File: src/rtl/connect4_move_input.sv
`timescale 1ns/1ps
// Connect-4 move input: cursor control with auto-repeat and a valid/ready
// column-drop request toward the game engine.
module connect4_move_input #(
  parameter int unsigned NUM_COLS     = 7,
  parameter int unsigned COL_W        = 3,
  parameter int unsigned CNT_W        = 25,
  parameter int unsigned REPEAT_DELAY = 25000000,
  parameter int unsigned REPEAT_RATE  = 5000000
) (
  input  logic                clk,
  input  logic                resetn,
  input  logic                btn_left,
  input  logic                btn_right,
  input  logic                btn_drop,
  input  logic                enable,
  input  logic [NUM_COLS-1:0] col_full,
  input  logic                move_ready,
  output logic [COL_W-1:0]    cursor_col,
  output logic                move_valid,
  output logic [COL_W-1:0]    move_col,
  output logic                reject_pulse,
  output logic                busy
);

  localparam logic [COL_W-1:0] COL_RESET  = COL_W'(NUM_COLS / 2);
  localparam logic [COL_W-1:0] COL_LAST   = COL_W'(NUM_COLS - 1);
  localparam logic [CNT_W-1:0] CNT_FIRE   = CNT_W'(REPEAT_DELAY - 1);
  // Reloading here leaves exactly REPEAT_RATE increments to the next fire.
  localparam logic [CNT_W-1:0] CNT_RELOAD = CNT_W'(REPEAT_DELAY - REPEAT_RATE);

  typedef enum logic {
    IDLE = 1'b0,
    REQ  = 1'b1
  } state_t;

  state_t             state_q, state_d;
  logic [2:0]         btn_q;   // {drop, right, left}, sampled levels
  logic [2:0]         prev_q;  // one cycle older copy of btn_q
  logic [CNT_W-1:0]   cnt_q, cnt_d;
  logic [COL_W-1:0]   cursor_d;
  logic [COL_W-1:0]   move_col_d;
  logic               move_valid_d;
  logic               reject_d;
  logic               busy_d;
  logic               rep_step;
  logic               rise_left, rise_right, rise_drop, hold_one;

  assign rise_left  = btn_q[0] & ~prev_q[0];
  assign rise_right = btn_q[1] & ~prev_q[1];
  assign rise_drop  = btn_q[2] & ~prev_q[2];
  assign hold_one   = btn_q[0] ^ btn_q[1];

  function automatic logic [COL_W-1:0] col_dec(input logic [COL_W-1:0] c);
    return (c == '0) ? COL_LAST : c - COL_W'(1);
  endfunction

  function automatic logic [COL_W-1:0] col_inc(input logic [COL_W-1:0] c);
    return (c == COL_LAST) ? '0 : c + COL_W'(1);
  endfunction

  // FSM state register
  always_ff @(posedge clk or negedge resetn) begin
    if (!resetn) state_q <= IDLE;
    else         state_q <= state_d;
  end

  // Next-state, cursor, repeat counter and request logic
  always_comb begin
    state_d      = state_q;
    cursor_d     = cursor_col;
    cnt_d        = cnt_q;
    move_valid_d = move_valid;
    move_col_d   = move_col;
    reject_d     = 1'b0;
    rep_step     = 1'b0;
    unique case (state_q)
      IDLE: begin
        cnt_d        = '0;
        move_valid_d = 1'b0;
        if (enable) begin
          if (hold_one && !(rise_left || rise_right)) begin
            if (cnt_q == CNT_FIRE) begin
              rep_step = 1'b1;
              cnt_d    = CNT_RELOAD;
            end else begin
              cnt_d = cnt_q + CNT_W'(1);
            end
          end
          if (rise_drop) begin
            if (col_full[cursor_col]) begin
              reject_d = 1'b1;
            end else begin
              move_col_d   = cursor_col;
              move_valid_d = 1'b1;
              state_d      = REQ;
            end
          end else if (rise_left && !rise_right) begin
            cursor_d = col_dec(cursor_col);
          end else if (rise_right && !rise_left) begin
            cursor_d = col_inc(cursor_col);
          end else if (rep_step) begin
            cursor_d = btn_q[0] ? col_dec(cursor_col) : col_inc(cursor_col);
          end
        end
      end
      REQ: begin
        cnt_d = '0;
        if (move_ready) begin
          move_valid_d = 1'b0;
          state_d      = IDLE;
        end
      end
      default: state_d = IDLE;
    endcase
    busy_d = (state_d == REQ);
  end

  // Datapath and output registers; history resets high to ignore held buttons
  always_ff @(posedge clk or negedge resetn) begin
    if (!resetn) begin
      btn_q        <= 3'b111;
      prev_q       <= 3'b111;
      cnt_q        <= '0;
      cursor_col   <= COL_RESET;
      move_valid   <= 1'b0;
      move_col     <= '0;
      reject_pulse <= 1'b0;
      busy         <= 1'b0;
    end else begin
      btn_q        <= {btn_drop, btn_right, btn_left};
      prev_q       <= btn_q;
      cnt_q        <= cnt_d;
      cursor_col   <= cursor_d;
      move_valid   <= move_valid_d;
      move_col     <= move_col_d;
      reject_pulse <= reject_d;
      busy         <= busy_d;
    end
  end

endmodule
File: config.mk
export PLATFORM = sky130hd
export DESIGN_NAME = connect4_move_input
export DESIGN_NICKNAME = d
export VERILOG_FILES = /design/src/rtl/connect4_move_input.sv
export SDC_FILE = /design/constraint.sdc
export NUM_CORES = 1
export LEC_CHECK = 0
export CORE_MARGIN = 2
export CORE_UTILIZATION = 50
export DETAILED_ROUTE_END_ITERATION = 12
export HOLD_SLACK_MARGIN = 0.03
export PLACE_DENSITY_LB_ADDON = 0.2
export SETUP_SLACK_MARGIN = 0.5
export SLEW_MARGIN = 5
export SYNTH_ARGS = -nofsm -noshare
export SYNTH_HDL_FRONTEND = slang
export SYNTH_SLANG_ARGS = --single-unit
File: constraint.sdc
create_clock -name clk -period 6.3 [get_ports clk]
set_clock_uncertainty 0.05 [all_clocks]
set_input_delay 1.575 -clock clk [delete_from_list [all_inputs] [get_ports clk]]
set_output_delay 1.575 -clock clk [all_outputs]
set_load 0.02 [all_outputs]
Word-level counts from Yosys, hierarchy flattened
Index checks and enable logic that the tools add are counted.

storage, ports and cells
  register bits after elaboration = 40
  word-level logic and storage cells = 63

operators by class
  add/sub/neg operators = 3
  $lt $le $gt $ge = 1
  eq/ne operators = 3
  multiplexer cells = 27
  bitwise operators = 10
  reductions and logical operators = 11

operators by type and width
  kind                                                                   number
  25-bit 2-to-1 mux                                                      3
  25-bit one-hot mux with 2 select lines                                 1
  25-bit by 1-bit adder with 25-bit output (second input constant)       1
  25-bit equality test (second input constant)                           1
  3-bit 2-to-1 mux                                                       6
  1-bit 2-to-1 mux                                                       14
  4-bit AND reduction                                                    2
  1-bit inverter                                                         6
  3-bit by 4-bit < comparator with 1-bit output (second input constant)  1
  1-bit one-hot mux with 2 select lines                                  2
  3-bit by 1-bit adder with 3-bit output (second input constant)         1
  1-bit AND                                                              3
  1-bit binary-select mux with 3-bit select                              1
  3-bit equality test (second input constant)                            1
  1-bit logical AND                                                      3
  1-bit zero test                                                        3
  3-bit zero test                                                        1
  3-bit nonzero test                                                     1
  3-bit by 1-bit subtractor with 3-bit output (second input constant)    1
  2-bit inequality test (second input constant)                          1
  1-bit logical OR                                                       1
  1-bit XOR                                                              1

Logic depth before layout (Yosys ltp)
Gate-level depths: netlist of the first run.

  depth in word-level cells = 11
  mapped depth = 8
  mapped depth without buffers = 8

Least setup slack after synthesis of the first run
No wires, ideal clock.

  path type = in2reg
  start point = input enable
  end point = register cursor_col[2]
  library setup time = 0.125 ns
  arrival time = 2.693 ns
  data required time = 6.125 ns
  path slack = 3.432 ns
  stages = 4
  path through = nor2b_1 nand3_2 o31ai_4 mux2_2

between the ends
  cells in the longest elaborated chain, start to end = 1

RTL lines
  what                           line  text
  start, declared                16    input logic enable,
  4-bit AND reduction (no line)  --
  end signal, assigned           134   cursor_col <= cursor_d;
  end, declared                  19    output logic [COL_W-1:0] cursor_col,

No other way between the ends.
A chain may end at the register's enable or synchronous reset.

Worst setup path in the final report of the first run
  start point = register cursor_col[0]
  end point = output cursor_col[0]

No word-level cell between the ends.

==> flow_summary.html, run 1 <==
<table>
<tr><th>Metric</th><th>Value</th></tr>
<tr><th colspan="2">Setup path</th></tr>
<tr><td>Biggest cell delay along the critical path</td><td>0.64 ns</td></tr>
<tr><td>Largest driver fanout on the critical path</td><td>8</td></tr>
<tr><td>Reg2reg start</td><td>btn_q[1]$_DFF_PN1_</td></tr>
<tr><td>Number of cell instances on the worst register-to-register path</td><td>7</td></tr>
<tr><td>Worst setup slack for register-to-register paths</td><td>about 4.0 ns</td></tr>
<tr><td>Slowest cell on the critical path</td><td>sky130_fd_sc_hd__dfstp_2</td></tr>
<tr><td>Count of buffer and inverter cells on the critical path</td><td>1</td></tr>
<tr><td>R2r endpoint</td><td>cursor_col[2]$_DFFE_PN0P_</td></tr>
<tr><td>CP endpoint kind</td><td>output port</td></tr>
<tr><td>Crit path launch type</td><td>flop</td></tr>
<tr><td>Critical Path, Cell by Cell</td><td>clkdlybuf4s50_1</td></tr>
<tr><td>Crit path DAT</td><td>approximately 1.6 ns</td></tr>
<tr><td>Required @ worst endpoint</td><td>roughly 4.7 ns</td></tr>
<tr><td>Critical path launch point</td><td>cursor_col[0]$_DFFE_PN1P_</td></tr>
<tr><td>Family with the most delay on the worst path</td><td>flip-flops</td></tr>
<tr><td>Category of the most critical setup path</td><td>reg2out</td></tr>
<tr><th colspan="2">Pwr</th></tr>
<tr><td>Share of total power in combinational logic</td><td>0.262</td></tr>
<tr><td>Part of the power in registers</td><td>0.441</td></tr>
<tr><td>Fraction of power spent switching nets</td><td>0.307</td></tr>
<tr><td>Clock share of power</td><td>0.297</td></tr>
<tr><td>Total power of the final layout</td><td>between 0.7 and 0.8 mW</td></tr>
<tr><td>Sw Pwr</td><td>roughly 0.22 mW</td></tr>
<tr><td>Maximum vdd drop</td><td>0.000152 V</td></tr>
<tr><td>Power density relative to cell area</td><td>296 nW/µm²</td></tr>
<tr><td>Pleak</td><td>0.996 nW</td></tr>
<tr><td>Internal Pwr Total</td><td>about 0.5 mW</td></tr>
<tr><th colspan="2">Routing</th></tr>
<tr><td>DRC violation total after the first TritonRoute iteration</td><td>54</td></tr>
<tr><td>Total Routed Length</td><td>3860 µm</td></tr>
<tr><td>Residual DRC count</td><td>0</td></tr>
<tr><td>Detail-routed via count per cell</td><td>5.43</td></tr>
<tr><td>Remaining antenna violation count after routing</td><td>0</td></tr>
<tr><td>Number of iterations in the first detailed-routing pass</td><td>4</td></tr>
<tr><td>Routed vias</td><td>approximately 1500</td></tr>
<tr><td>Wire length per cell</td><td>around 14 µm</td></tr>
<tr><th colspan="2">STA</th></tr>
<tr><td>Time the worst path needs with I/O delays and setup</td><td>approximately 3.2 ns</td></tr>
<tr><td>Final period util</td><td>0.507</td></tr>
<tr><td>Setup total negative slack</td><td>0 ns</td></tr>
<tr><td>Setup repair after global routing missed its margin</td><td>false</td></tr>
<tr><td>Fmax</td><td>313 MHz</td></tr>
<tr><td>Number of endpoints with negative hold slack in the final report</td><td>0</td></tr>
<tr><td>Transition time at the pin with the least slew margin</td><td>0.996 ns</td></tr>
<tr><td>Slew HR</td><td>0.330</td></tr>
<tr><td>Total setup violations reported at the end of the flow</td><td>0</td></tr>
<tr><td>Max-slew violation count</td><td>0</td></tr>
<tr><th colspan="2">Logic synthesis</th></tr>
<tr><td>Most common cell in the synthesized netlist</td><td>sky130_fd_sc_hd__dfrtp_1</td></tr>
<tr><td>Synthesized netlist net count</td><td>225</td></tr>
<tr><td>#FFs+latches synth</td><td>40</td></tr>
<tr><td>Compound-Gate Fraction of Synth Area</td><td>0.0499</td></tr>
<tr><td>Synth area leaders</td><td>sky130_fd_sc_hd__dfrtp_1, sky130_fd_sc_hd__dfstp_2, sky130_fd_sc_hd__ha_1</td></tr>
<tr><td>Count of flip-flops with a built-in enable after synthesis</td><td>0</td></tr>
<tr><td>Simple-gate area share of the yosys netlist</td><td>0.233</td></tr>
<tr><td>Portion of netlist area occupied by mux cells</td><td>0.0578</td></tr>
<tr><td>Post-synthesis average cell area</td><td>10.3 µm²</td></tr>
<tr><td>Synth Cell Area</td><td>2080 µm²</td></tr>
<tr><td>Share of synthesized registers carrying an async set or reset</td><td>1.00</td></tr>
<tr><td>Post-synth top area cell</td><td>sky130_fd_sc_hd__dfrtp_1</td></tr>
<tr><td>XOR/XNOR share of the synthesized area</td><td>0.0884</td></tr>
<tr><td>Post-synthesis share of cell area spent on full adders, half adders and majority gates</td><td>0.0542</td></tr>
<tr><td>Fraction of post-synthesis cell area in the top cell type by area</td><td>0.385</td></tr>
<tr><td>Main combinational cell family by area after synthesis</td><td>simple AND/OR/NAND/NOR gates</td></tr>
<tr><td>Commonest cells post-synth</td><td>sky130_fd_sc_hd__dfrtp_1, sky130_fd_sc_hd__nor2_1, sky130_fd_sc_hd__nand2_1, sky130_fd_sc_hd__xor2_1</td></tr>
<tr><td>Number of cells produced by synthesis</td><td>~200</td></tr>
<tr><td>Post-synthesis cell type count</td><td>38</td></tr>
<tr><td>Warning count from the yosys run</td><td>0</td></tr>
<tr><td>Sequential cell area fraction in the yosys report</td><td>0.486</td></tr>
<tr><td>Synth Flop Type</td><td>sky130_fd_sc_hd__dfrtp_1</td></tr>
<tr><th colspan="2">Hold path</th></tr>
<tr><td>Worst min-delay path category</td><td>reg2reg</td></tr>
<tr><td>Worst hold path cell count</td><td>0</td></tr>
<tr><td>Origin of the worst min-delay path</td><td>btn_q[2]$_DFF_PN1_</td></tr>
<tr><td>End of the worst hold path</td><td>prev_q[2]$_DFF_PN1_</td></tr>
<tr><th colspan="2">CTS</th></tr>
<tr><td>TritonCTS clock tree</td><td>done</td></tr>
<tr><td>Later-pin clock latency in the skew report</td><td>0.30 ns</td></tr>
<tr><td>Buffer depth of the longest clock path</td><td>2</td></tr>
<tr><td>Number of levels the H-tree was split into</td><td>2</td></tr>
<tr><td>Clk sink count</td><td>40</td></tr>
<tr><td>CTS Hold Buffers Added</td><td>0</td></tr>
<tr><td>Root Driver</td><td>sky130_fd_sc_hd__clkbuf_8</td></tr>
<tr><td>Number of instances resized during post-cts repair</td><td>0</td></tr>
<tr><td>Number of buffers inserted by post-CTS setup repair</td><td>0</td></tr>
<tr><td>Clock input transition at the sequential cells of the worst setup and hold paths</td><td>0.08 ns</td></tr>
<tr><td>Total CTS buffers</td><td>5</td></tr>
<tr><th colspan="2">Global routing</th></tr>
<tr><td>Global-route wire length before repair</td><td>6510 µm</td></tr>
<tr><td>Grt met3 use</td><td>0.0471</td></tr>
<tr><td>All-Layer GR Usage</td><td>0.190</td></tr>
<tr><td>Pin count of the biggest net entering global routing</td><td>a little over 40</td></tr>
<tr><td>Antenna violations before repair</td><td>0</td></tr>
<tr><td>GRT met1 Usage</td><td>0.235</td></tr>
<tr><td>Overflow left after global routing</td><td>0</td></tr>
<tr><td>Vias in the first global route</td><td>around 1400</td></tr>
<tr><td>Global-route layer with the greatest usage</td><td>met2</td></tr>
<tr><td>Met2 demand-to-capacity share in global routing</td><td>0.314</td></tr>
<tr><th colspan="2">Floorplan</th></tr>
<tr><td>Y dimension of the die</td><td>68.5 µm</td></tr>
<tr><td>Core area</td><td>4000 µm²</td></tr>
<tr><td>Die Width</td><td>68.5 µm</td></tr>
<tr><td>Number of primary I/O pins</td><td>23</td></tr>
<tr><td>Floorplan die area</td><td>4690 µm²</td></tr>
<tr><td>Row count</td><td>23</td></tr>
<tr><td>Starting utilization of the core area</td><td>0.520</td></tr>
<tr><th colspan="2">Finish</th></tr>
<tr><td>NumNets Final</td><td>249</td></tr>
<tr><td>Layout overhead on the synthesized area</td><td>17.7%</td></tr>
<tr><td>Antenna Diode Count</td><td>0</td></tr>
<tr><td>Fraction of final layout cells with drive strength greater than 1</td><td>0.123</td></tr>
<tr><th colspan="2">Placed design</th></tr>
<tr><td>Routability Congestion</td><td>about 0.86</td></tr>
<tr><td>Count of input and output buffers</td><td>22</td></tr>
<tr><td>HPWL reported at the end of detailed placement</td><td>2660 µm</td></tr>
<tr><th colspan="2">Job</th></tr>
<tr><td>Maximum Capacitance Violations</td><td>0</td></tr>
<tr><th colspan="2">Outcome</th></tr>
<tr><td>Status</td><td>finished clean</td></tr>
</table>
[cells by family (layout without fill, tap and decap cells)]
kind of cell,after synthesis,after routing
buffers and inverters,15,40
XOR/XNOR,21,21
flip-flops,40,40
AND/OR/NAND/NOR,92,92
AO/OA/AOI/OAI,16,16
multiplexers,9,9
adder cells (fa/ha/maj),9,9
[per-stage QoR]
stage	cells	hold slack (ns)	util	cell area (µm²)	setup slack (ns)
2_1_floorplan	202	0.301	-	2080	3.43
3_3_place_gp	269	0.302	0.583	2330	2.85
3_5_place_dp	269	0.310	0.583	2330	2.82
4_1_cts	277	0.323	0.612	2450	3.09
5_1_grt	277	0.328	0.612	2450	3.04
6_report	277	0.314	0.612	2450	3.11
[state kept, by name (all words and copies together) (netlist names)]
register / cells
prev_q: 3
cnt_q: 25
busy: 1
cursor_col: 3
reject_pulse: 1
btn_q: 3
move_col: 3
move_valid: 1
[layer usage]
layer	routed length [µm]	part of all wire
met1	1750	0.45
met2	1880	0.49
met3	182	0.047
met4	44	0.011
met5	0	0
[worst reg2reg max path, cell delays in order (launching register included)]
cell and delay [ns]:
sky130_fd_sc_hd__dfstp_2 0.56, sky130_fd_sc_hd__nand2b_1 0.10, sky130_fd_sc_hd__inv_1 0.07, sky130_fd_sc_hd__ha_1 0.13, sky130_fd_sc_hd__inv_1 0.03, sky130_fd_sc_hd__a21oi_1 0.40, sky130_fd_sc_hd__mux4_2 0.57, sky130_fd_sc_hd__mux2_2 0.28
[final cells by class]
| class | instances | area, µm² |
|---|---|---|
| clock buffer | 5 | 68.8 |
| multi-input combinational | 147 | 1010 |
| clock inverter | 3 | 46.3 |
| sequential | 40 | 1010 |
| tap | 50 | 62.6 |
| inverter | 10 | 37.5 |
| fill | 364 | 1550 |
| timing repair buffer | 22 | 215 |
[worst max path at each step]
stage / endpoint / slack, ns / cells past startpoint
3_5_place_dp: cursor_col[2]$_DFFE_PN0P_ / 2.82 / 5
5_1_grt: cursor_col[2]$_DFFE_PN0P_ / 3.04 / 5
4_1_cts: cursor_col[0] / 3.09 / 1
3_3_place_gp: cursor_col[2]$_DFFE_PN0P_ / 2.85 / 5
2_1_floorplan: cursor_col[2]$_DFFE_PN0P_ / 3.43 / 4
6_report: cursor_col[0] / 3.11 / 1
[power by group through the flow]
stage | clock network, mW | logic [mW] | registers [mW]
global placement | 0 | 0.187 | 0.325
global route | 0.229 | 0.209 | 0.324
floorplan | 0 | 0.0917 | 0.343
CTS | 0.219 | 0.192 | 0.320
finish | 0.215 | 0.189 | 0.319
detailed placement | 0 | 0.191 | 0.325
[cells in the final DEF, fill, tap and decap left out, types with 7 or more instances in the layout]
cell type / synthesis / routed
sky130_fd_sc_hd__clkdlybuf4s50_1: 0 / 21
sky130_fd_sc_hd__dfrtp_1: 32 / 32
sky130_fd_sc_hd__dfstp_2: 8 / 8
sky130_fd_sc_hd__ha_1: 9 / 9
sky130_fd_sc_hd__inv_1: 10 / 10
sky130_fd_sc_hd__nand2_1: 14 / 14
sky130_fd_sc_hd__nand3_1: 10 / 10
sky130_fd_sc_hd__nand4_1: 7 / 7
sky130_fd_sc_hd__nor2_1: 27 / 27
sky130_fd_sc_hd__o21ai_0: 7 / 7
sky130_fd_sc_hd__xnor2_1: 10 / 10
sky130_fd_sc_hd__xor2_1: 11 / 11
(Power assumes the default switching activity.)
==> run 2, diff against run 1 <==
Clock period 6.3 ns to 2.7 ns, I/O delays scaled along.
==> flow_summary.html, run 2 (synthesis gave the netlist of run 1 again) <==
<table>
<tr><th>Metric</th><th>Value</th></tr>
<tr><th colspan="2">Finish</th></tr>
<tr><td>Register containing the most flip-flops in the final layout</td><td>cnt_q</td></tr>
<tr><td>Sequential standard cell area</td><td>1010 µm²</td></tr>
<tr><td>Filler-free cell count of the finished design</td><td>291</td></tr>
<tr><td>Final-layout fill cell count</td><td>about 330</td></tr>
<tr><td>Fraction of final layout cells with drive strength greater than 1</td><td>0.195</td></tr>
<tr><td>Area of all placed cells without fillers</td><td>2590 µm²</td></tr>
<tr><td>Leading cell type in the layout, fill and taps excluded</td><td>sky130_fd_sc_hd__dfrtp_1</td></tr>
<tr><td>Area taken by multi-input logic gates</td><td>about 1000 µm²</td></tr>
<tr><td>Number of flip-flops in the largest register</td><td>25</td></tr>
<tr><td>Antenna Diode Count</td><td>0</td></tr>
<tr><td>Most frequent cells in the layout</td><td>sky130_fd_sc_hd__dfrtp_1, sky130_fd_sc_hd__nor2_1, sky130_fd_sc_hd__clkdlybuf4s50_1</td></tr>
<tr><td>Layout overhead on the synthesized area</td><td>24.4%</td></tr>
<tr><td>NumNets Final</td><td>263</td></tr>
<tr><th colspan="2">Pwr</th></tr>
<tr><td>Maximum vdd drop</td><td>0.000341 V</td></tr>
<tr><td>Power density relative to cell area</td><td>663 nW/µm²</td></tr>
<tr><td>Pleak</td><td>1.10 nW</td></tr>
<tr><td>Total power of the final layout</td><td>1.71 mW</td></tr>
<tr><th colspan="2">Global routing</th></tr>
<tr><td>Global-route wire length before repair</td><td>6710 µm</td></tr>
<tr><td>Pin count of the biggest net entering global routing</td><td>37</td></tr>
<tr><td>Vias in the first global route</td><td>1470</td></tr>
<tr><td>Overflow left after global routing</td><td>0</td></tr>
<tr><td>Antenna violations before repair</td><td>0</td></tr>
<tr><td>All-Layer GR Usage</td><td>0.196</td></tr>
<tr><th colspan="2">Setup path</th></tr>
<tr><td>Critical Path, Cell by Cell</td><td>or4b_1 -&gt; nor3_2 -&gt; nand4_2 -&gt; o31ai_4 -&gt; mux2_2</td></tr>
<tr><td>Reg2reg start</td><td>cnt_q[9]$_DFF_PN0_</td></tr>
<tr><td>Biggest cell delay along the critical path</td><td>0.54 ns</td></tr>
<tr><td>Slowest cell on the critical path</td><td>sky130_fd_sc_hd__or4b_1</td></tr>
<tr><td>Worst setup slack for register-to-register paths</td><td>0.56 ns</td></tr>
<tr><td>CP endpoint kind</td><td>flop</td></tr>
<tr><td>Largest driver fanout on the critical path</td><td>4</td></tr>
<tr><td>Category of the most critical setup path</td><td>reg2reg</td></tr>
<tr><td>Crit path DAT</td><td>approximately 2.3 ns</td></tr>
<tr><td>Required @ worst endpoint</td><td>2.83 ns</td></tr>
<tr><td>Crit path launch type</td><td>flop</td></tr>
<tr><td>R2r endpoint</td><td>cursor_col[2]$_DFFE_PN0P_</td></tr>
<tr><td>Number of cell instances on the worst register-to-register path</td><td>5</td></tr>
<tr><th colspan="2">STA</th></tr>
<tr><td>Time the worst path needs with I/O delays and setup</td><td>2.14 ns</td></tr>
<tr><td>Fmax</td><td>~470 MHz</td></tr>
<tr><td>Final period util</td><td>0.791</td></tr>
<tr><td>Max-slew violation count</td><td>0</td></tr>
<tr><td>Number of endpoints with negative hold slack in the final report</td><td>0</td></tr>
<tr><td>Setup total negative slack</td><td>0 ns</td></tr>
<tr><td>Setup repair after global routing missed its margin</td><td>true</td></tr>
<tr><td>Final worst hold slack</td><td>0.315 ns</td></tr>
<tr><td>Slew HR</td><td>0.469</td></tr>
<tr><td>Total setup violations reported at the end of the flow</td><td>0</td></tr>
<tr><td>Transition time at the pin with the least slew margin</td><td>just under 0.8 ns</td></tr>
<tr><th colspan="2">CTS</th></tr>
<tr><td>Clock input transition at the sequential cells of the worst setup and hold paths</td><td>approximately 0.080 ns</td></tr>
<tr><td>Total CTS buffers</td><td>5</td></tr>
<tr><td>Buffer depth of the longest clock path</td><td>2</td></tr>
<tr><td>Root Driver</td><td>sky130_fd_sc_hd__clkbuf_8</td></tr>
<tr><td>Number of levels the H-tree was split into</td><td>2</td></tr>
<tr><td>Clk sink count</td><td>40</td></tr>
<tr><td>CTS Hold Buffers Added</td><td>0</td></tr>
<tr><td>TritonCTS clock tree</td><td>done</td></tr>
<tr><td>Later-pin clock latency in the skew report</td><td>between 0.2 and 0.3 ns</td></tr>
<tr><th colspan="2">Floorplan</th></tr>
<tr><td>Y dimension of the die</td><td>68.5 µm</td></tr>
<tr><td>Starting utilization of the core area</td><td>0.520</td></tr>
<tr><td>Core area</td><td>4000 µm²</td></tr>
<tr><td>Row count</td><td>23</td></tr>
<tr><td>Floorplan die area</td><td>4690 µm²</td></tr>
<tr><td>Number of primary I/O pins</td><td>23</td></tr>
<tr><td>Die Width</td><td>68.5 µm</td></tr>
<tr><th colspan="2">Routing</th></tr>
<tr><td>Remaining antenna violation count after routing</td><td>0</td></tr>
<tr><td>Number of iterations in the first detailed-routing pass</td><td>4</td></tr>
<tr><td>Total Routed Length</td><td>roughly 4000 µm</td></tr>
<tr><td>DRC violation total after the first TritonRoute iteration</td><td>70</td></tr>
<tr><td>Routed vias</td><td>between 1500 and 2000</td></tr>
<tr><td>Residual DRC count</td><td>0</td></tr>
<tr><td>Wire length per cell</td><td>approximately 14 µm</td></tr>
<tr><td>Detail-routed via count per cell</td><td>5.40</td></tr>
<tr><th colspan="2">Hold path</th></tr>
<tr><td>End of the worst hold path</td><td>prev_q[2]$_DFF_PN1_</td></tr>
<tr><td>Worst min-delay path category</td><td>reg2reg</td></tr>
<tr><td>Worst hold path cell count</td><td>0</td></tr>
<tr><td>Origin of the worst min-delay path</td><td>btn_q[2]$_DFF_PN1_</td></tr>
<tr><th colspan="2">Placed design</th></tr>
<tr><td>HPWL reported at the end of detailed placement</td><td>approximately 2700 µm</td></tr>
<tr><td>Routability Congestion</td><td>0.852</td></tr>
<tr><td>Count of input and output buffers</td><td>22</td></tr>
<tr><td>Cell count after placement</td><td>274</td></tr>
<tr><td>Cell area after placement</td><td>2370 µm²</td></tr>
<tr><th colspan="2">Outcome</th></tr>
<tr><td>Status</td><td>finished clean</td></tr>
<tr><th colspan="2">Job</th></tr>
<tr><td>Maximum Capacitance Violations</td><td>0</td></tr>
</table>
## run 2: cell types whose count changed in the layout (fill, tap and decap cells not counted), sizes merged
cell,previous run,this run
clkinvlp,1,0
dlymetal6s2s,0,1
clkbuf,5,7
clkdlybuf4s50,21,18
inv,11,10
dlygate4sd2,0,2
buf,1,15
## run 2: repair_timing
action | 4_1_cts | 5_1_grt
gates resized for setup | 4 | 4
endpoints found under the setup margin | 10 | 5
pin swaps | 0 | 2
buffers inserted | 0 | 9
## run 2: stage by stage
step                      setup WS, ns  utilization
final                            0.563        0.647
after CTS                        0.503        0.625
after global placement           0.238        0.592
after floorplan                  0.619            -
after global routing             0.489        0.647
after detailed placement         0.234        0.592
## run 2: worst max path at each step
stage                       startpoint                        end  depth (start not counted)
detailed placement              enable         cnt_q[7]$_DFF_PN0_                          6
global route        cnt_q[6]$_DFF_PN0_  cursor_col[2]$_DFFE_PN0P_                          5
CTS                 cnt_q[6]$_DFF_PN0_  cursor_col[2]$_DFFE_PN0P_                          5
global placement           col_full[3]    move_col[1]$_DFFE_PN0P_                          5
finish              cnt_q[9]$_DFF_PN0_  cursor_col[2]$_DFFE_PN0P_                          5
floorplan           btn_q[1]$_DFF_PN1_  cursor_col[2]$_DFFE_PN0P_                          7
## run 2: cell type report
type / count / share of cell area
Clock buffer: 7 / 0.0373
Timing Repair Buffer: 36 / 0.124
Inverter: 10 / 0.0145
Multi-Input combinational cell: 147 / 0.398
Clock inverter: 1 / 0.0116
Sequential cell: 40 / 0.391
Tap cell: 50 / 0.0242
## run 2: worst max-delay path: cells and delay by family (launching register included)
kind             cells  cell delay (ns)
AND/OR/NAND/NOR      3             0.84
flip-flops           1             0.40
AO/OA/AOI/OAI        1             0.37
multiplexers         1             0.37
## run 2: metal layers
metal,wire length (µm),global-route usage,part of all wire,up-vias
met3,211,0.0487,0.053,9
met1,1880,0.259,0.47,753
met5,0,0,0,-
met2,1860,0.303,0.46,36
li1,-,-,-,774
met4,68,0.0875,0.017,0
## run 2: where the power goes
part / internal, mW / total [mW] / switching, mW
registers: 0.669 / 0.743 / 0.0738
logic: 0.223 / 0.442 / 0.219
clock network: 0.326 / 0.529 / 0.203
==> run 3, diff against run 2 <==
Clock period 2.7 ns to 2 ns, I/O delays scaled along.
==> flow_summary.html, run 3 (synthesis gave the netlist of run 1 again) <==
<table>
<tr><th>Metric</th><th>Value</th></tr>
<tr><th colspan="2">Floorplan</th></tr>
<tr><td>Core area</td><td>between 4000 and 5000 µm²</td></tr>
<tr><td>Row count</td><td>23</td></tr>
<tr><td>Y dimension of the die</td><td>68.5 µm</td></tr>
<tr><td>Floorplan die area</td><td>approximately 4700 µm²</td></tr>
<tr><td>Die Width</td><td>68.5 µm</td></tr>
<tr><td>Starting utilization of the core area</td><td>0.520</td></tr>
<tr><td>Number of primary I/O pins</td><td>23</td></tr>
<tr><th colspan="2">STA</th></tr>
<tr><td>Number of endpoints with negative hold slack in the final report</td><td>0</td></tr>
<tr><td>Time the worst path needs with I/O delays and setup</td><td>between 2 and 2.5 ns</td></tr>
<tr><td>Max-slew violation count</td><td>0</td></tr>
<tr><td>Setup repair after global routing missed its margin</td><td>true</td></tr>
<tr><td>Transition time at the pin with the least slew margin</td><td>around 0.48 ns</td></tr>
<tr><td>Slew HR</td><td>0.677</td></tr>
<tr><td>Fmax</td><td>495 MHz</td></tr>
<tr><td>Final period util</td><td>1.01</td></tr>
<tr><td>Crit path setup slack, layout</td><td>-0.0216 ns</td></tr>
<tr><td>Setup total negative slack</td><td>-0.0620 ns</td></tr>
<tr><td>Total setup violations reported at the end of the flow</td><td>3</td></tr>
<tr><th colspan="2">Job</th></tr>
<tr><td>Maximum Capacitance Violations</td><td>0</td></tr>
<tr><th colspan="2">CTS</th></tr>
<tr><td>TritonCTS clock tree</td><td>done</td></tr>
<tr><td>CTS Hold Buffers Added</td><td>0</td></tr>
<tr><td>Number of levels the H-tree was split into</td><td>2</td></tr>
<tr><td>Later-pin clock latency in the skew report</td><td>0.29 ns</td></tr>
<tr><td>Clock input transition at the sequential cells of the worst setup and hold paths</td><td>around 0.080 ns</td></tr>
<tr><td>Root Driver</td><td>sky130_fd_sc_hd__clkbuf_8</td></tr>
<tr><td>Buffer depth of the longest clock path</td><td>2</td></tr>
<tr><td>Total CTS buffers</td><td>5</td></tr>
<tr><td>Clk sink count</td><td>40</td></tr>
<tr><th colspan="2">Finish</th></tr>
<tr><td>Antenna Diode Count</td><td>0</td></tr>
<tr><td>Filler-free cell count of the finished design</td><td>between 300 and 400</td></tr>
<tr><td>Area of all placed cells without fillers</td><td>3100 µm²</td></tr>
<tr><td>Layout overhead on the synthesized area</td><td>48.9%</td></tr>
<tr><td>Number of flip-flops in the largest register</td><td>25</td></tr>
<tr><td>NumNets Final</td><td>between 200 and 300</td></tr>
<tr><td>Leading cell type in the layout, fill and taps excluded</td><td>sky130_fd_sc_hd__dfrtp_1</td></tr>
<tr><td>Fraction of final layout cells with drive strength greater than 1</td><td>0.462</td></tr>
<tr><td>Register containing the most flip-flops in the final layout</td><td>cnt_q</td></tr>
<tr><td>Most frequent cells in the layout</td><td>sky130_fd_sc_hd__dfrtp_1, sky130_fd_sc_hd__buf_4, sky130_fd_sc_hd__nor2_4</td></tr>
<tr><th colspan="2">Global routing</th></tr>
<tr><td>Vias in the first global route</td><td>about 1800</td></tr>
<tr><td>Overflow left after global routing</td><td>0</td></tr>
<tr><td>Pin count of the biggest net entering global routing</td><td>41</td></tr>
<tr><td>Antenna violations before repair</td><td>0</td></tr>
<tr><td>All-Layer GR Usage</td><td>0.242</td></tr>
<tr><td>Global-route wire length before repair</td><td>8320 µm</td></tr>
<tr><th colspan="2">Hold path</th></tr>
<tr><td>Worst min-delay path category</td><td>in2async</td></tr>
<tr><th colspan="2">Placed design</th></tr>
<tr><td>HPWL reported at the end of detailed placement</td><td>3230 µm</td></tr>
<tr><td>Cell count after placement</td><td>about 290</td></tr>
<tr><td>Count of input and output buffers</td><td>22</td></tr>
<tr><td>Routability Congestion</td><td>0.894</td></tr>
<tr><td>Cell area after placement</td><td>approximately 2500 µm²</td></tr>
<tr><th colspan="2">Setup path</th></tr>
<tr><td>Category of the most critical setup path</td><td>reg2reg</td></tr>
<tr><td>Critical path launch point</td><td>cursor_col[0]$_DFFE_PN1P_</td></tr>
<tr><td>End point of the critical path</td><td>move_col[1]$_DFFE_PN0P_</td></tr>
<tr><td>Worst setup slack for register-to-register paths</td><td>-0.02 ns</td></tr>
<tr><td>Largest driver fanout on the critical path</td><td>4</td></tr>
<tr><td>Crit path DAT</td><td>2.15 ns</td></tr>
<tr><td>CP endpoint kind</td><td>flop</td></tr>
<tr><td>R2r endpoint</td><td>move_col[1]$_DFFE_PN0P_</td></tr>
<tr><td>Required @ worst endpoint</td><td>around 2.1 ns</td></tr>
<tr><td>Reg2reg start</td><td>cursor_col[0]$_DFFE_PN1P_</td></tr>
<tr><td>Number of cell instances on the worst register-to-register path</td><td>4</td></tr>
<tr><td>Crit path launch type</td><td>flop</td></tr>
<tr><th colspan="2">Pwr</th></tr>
<tr><td>Pleak</td><td>around 1.3 nW</td></tr>
<tr><td>Power density relative to cell area</td><td>813 nW/µm²</td></tr>
<tr><td>Total power of the final layout</td><td>about 2.5 mW</td></tr>
<tr><td>Maximum vdd drop</td><td>approximately 0.00054 V</td></tr>
<tr><th colspan="2">Routing</th></tr>
<tr><td>Remaining antenna violation count after routing</td><td>0</td></tr>
<tr><td>Routed vias</td><td>1745</td></tr>
<tr><td>Detail-routed via count per cell</td><td>5.56</td></tr>
<tr><td>Number of iterations in the first detailed-routing pass</td><td>4</td></tr>
<tr><td>Wire length per cell</td><td>16.3 µm</td></tr>
<tr><td>Total Routed Length</td><td>5130 µm</td></tr>
<tr><td>DRC violation total after the first TritonRoute iteration</td><td>slightly below 90</td></tr>
<tr><td>Residual DRC count</td><td>0</td></tr>
<tr><th colspan="2">Outcome</th></tr>
<tr><td>Status</td><td>finished with violations</td></tr>
<tr><td>Violated checks</td><td>setup timing</td></tr>
</table>
-- run 3: routing by layer --
layer,up-vias,GRT usage,share of wire
met5,-,0,0
met2,31,0.409,0.53
met4,0,0.0700,0.018
met3,11,0.0552,0.033
li1,813,-,-
met1,890,0.311,0.42
-- run 3: timing repair --
action,in CTS,in global routing
buffers inserted,12,6
pin swaps,7,5
endpoints found under the setup margin,43,38
hold endpoints to repair,0,0
resized for setup,99,21
-- run 3: per-stage QoR --
step,setup WS (ns),utilization,hold WS [ns]
6_report,-0.0216,0.774,0.209
2_1_floorplan,0.0460,-,0.154
3_3_place_gp,-0.171,0.636,0.304
5_1_grt,-0.116,0.774,0.242
4_1_cts,-0.0210,0.743,0.217
3_5_place_dp,-0.276,0.636,0.306
-- run 3: power breakdown --
group / total, mW / leakage, nW / internal, mW / switching, mW
clock: 0.652 / 0.0541 / 0.369 / 0.283
combinational: 0.870 / 0.739 / 0.431 / 0.440
sequential: 0.993 / 0.519 / 0.905 / 0.0882
-- run 3: final cells by class --
class,count,area [µm²]
tap,50,62.6
inverter,10,37.5
fill,235,905
clock inverter,3,42.5
multi-input combinational,147,1350
timing repair buffer,59,524
clock buffer,5,68.8
sequential,40,1010
-- run 3: worst max-delay path, stage by stage, from the launching register on --
cell	delay (ns)
sky130_fd_sc_hd__dfstp_2	0.58
sky130_fd_sc_hd__mux4_2	0.56
sky130_fd_sc_hd__mux2i_2	0.23
sky130_fd_sc_hd__nand3_2	0.16
sky130_fd_sc_hd__mux2_4	0.33
-- run 3: worst min path at each step --
| stage | from | to | slack, ns | depth (start not counted) |
|---|---|---|---|---|
| 2_1_floorplan | resetn | busy$_DFF_PN0_ | 0.15 | 0 |
| 4_1_cts | resetn | cnt_q[23]$_DFF_PN0_ | 0.22 | 2 |
| 3_3_place_gp | btn_q[2]$_DFF_PN1_ | prev_q[2]$_DFF_PN1_ | 0.30 | 0 |
| 6_report | resetn | cnt_q[16]$_DFF_PN0_ | 0.21 | 2 |
| 3_5_place_dp | btn_q[2]$_DFF_PN1_ | prev_q[2]$_DFF_PN1_ | 0.31 | 0 |
| 5_1_grt | resetn | cnt_q[24]$_DFF_PN0_ | 0.24 | 2 |
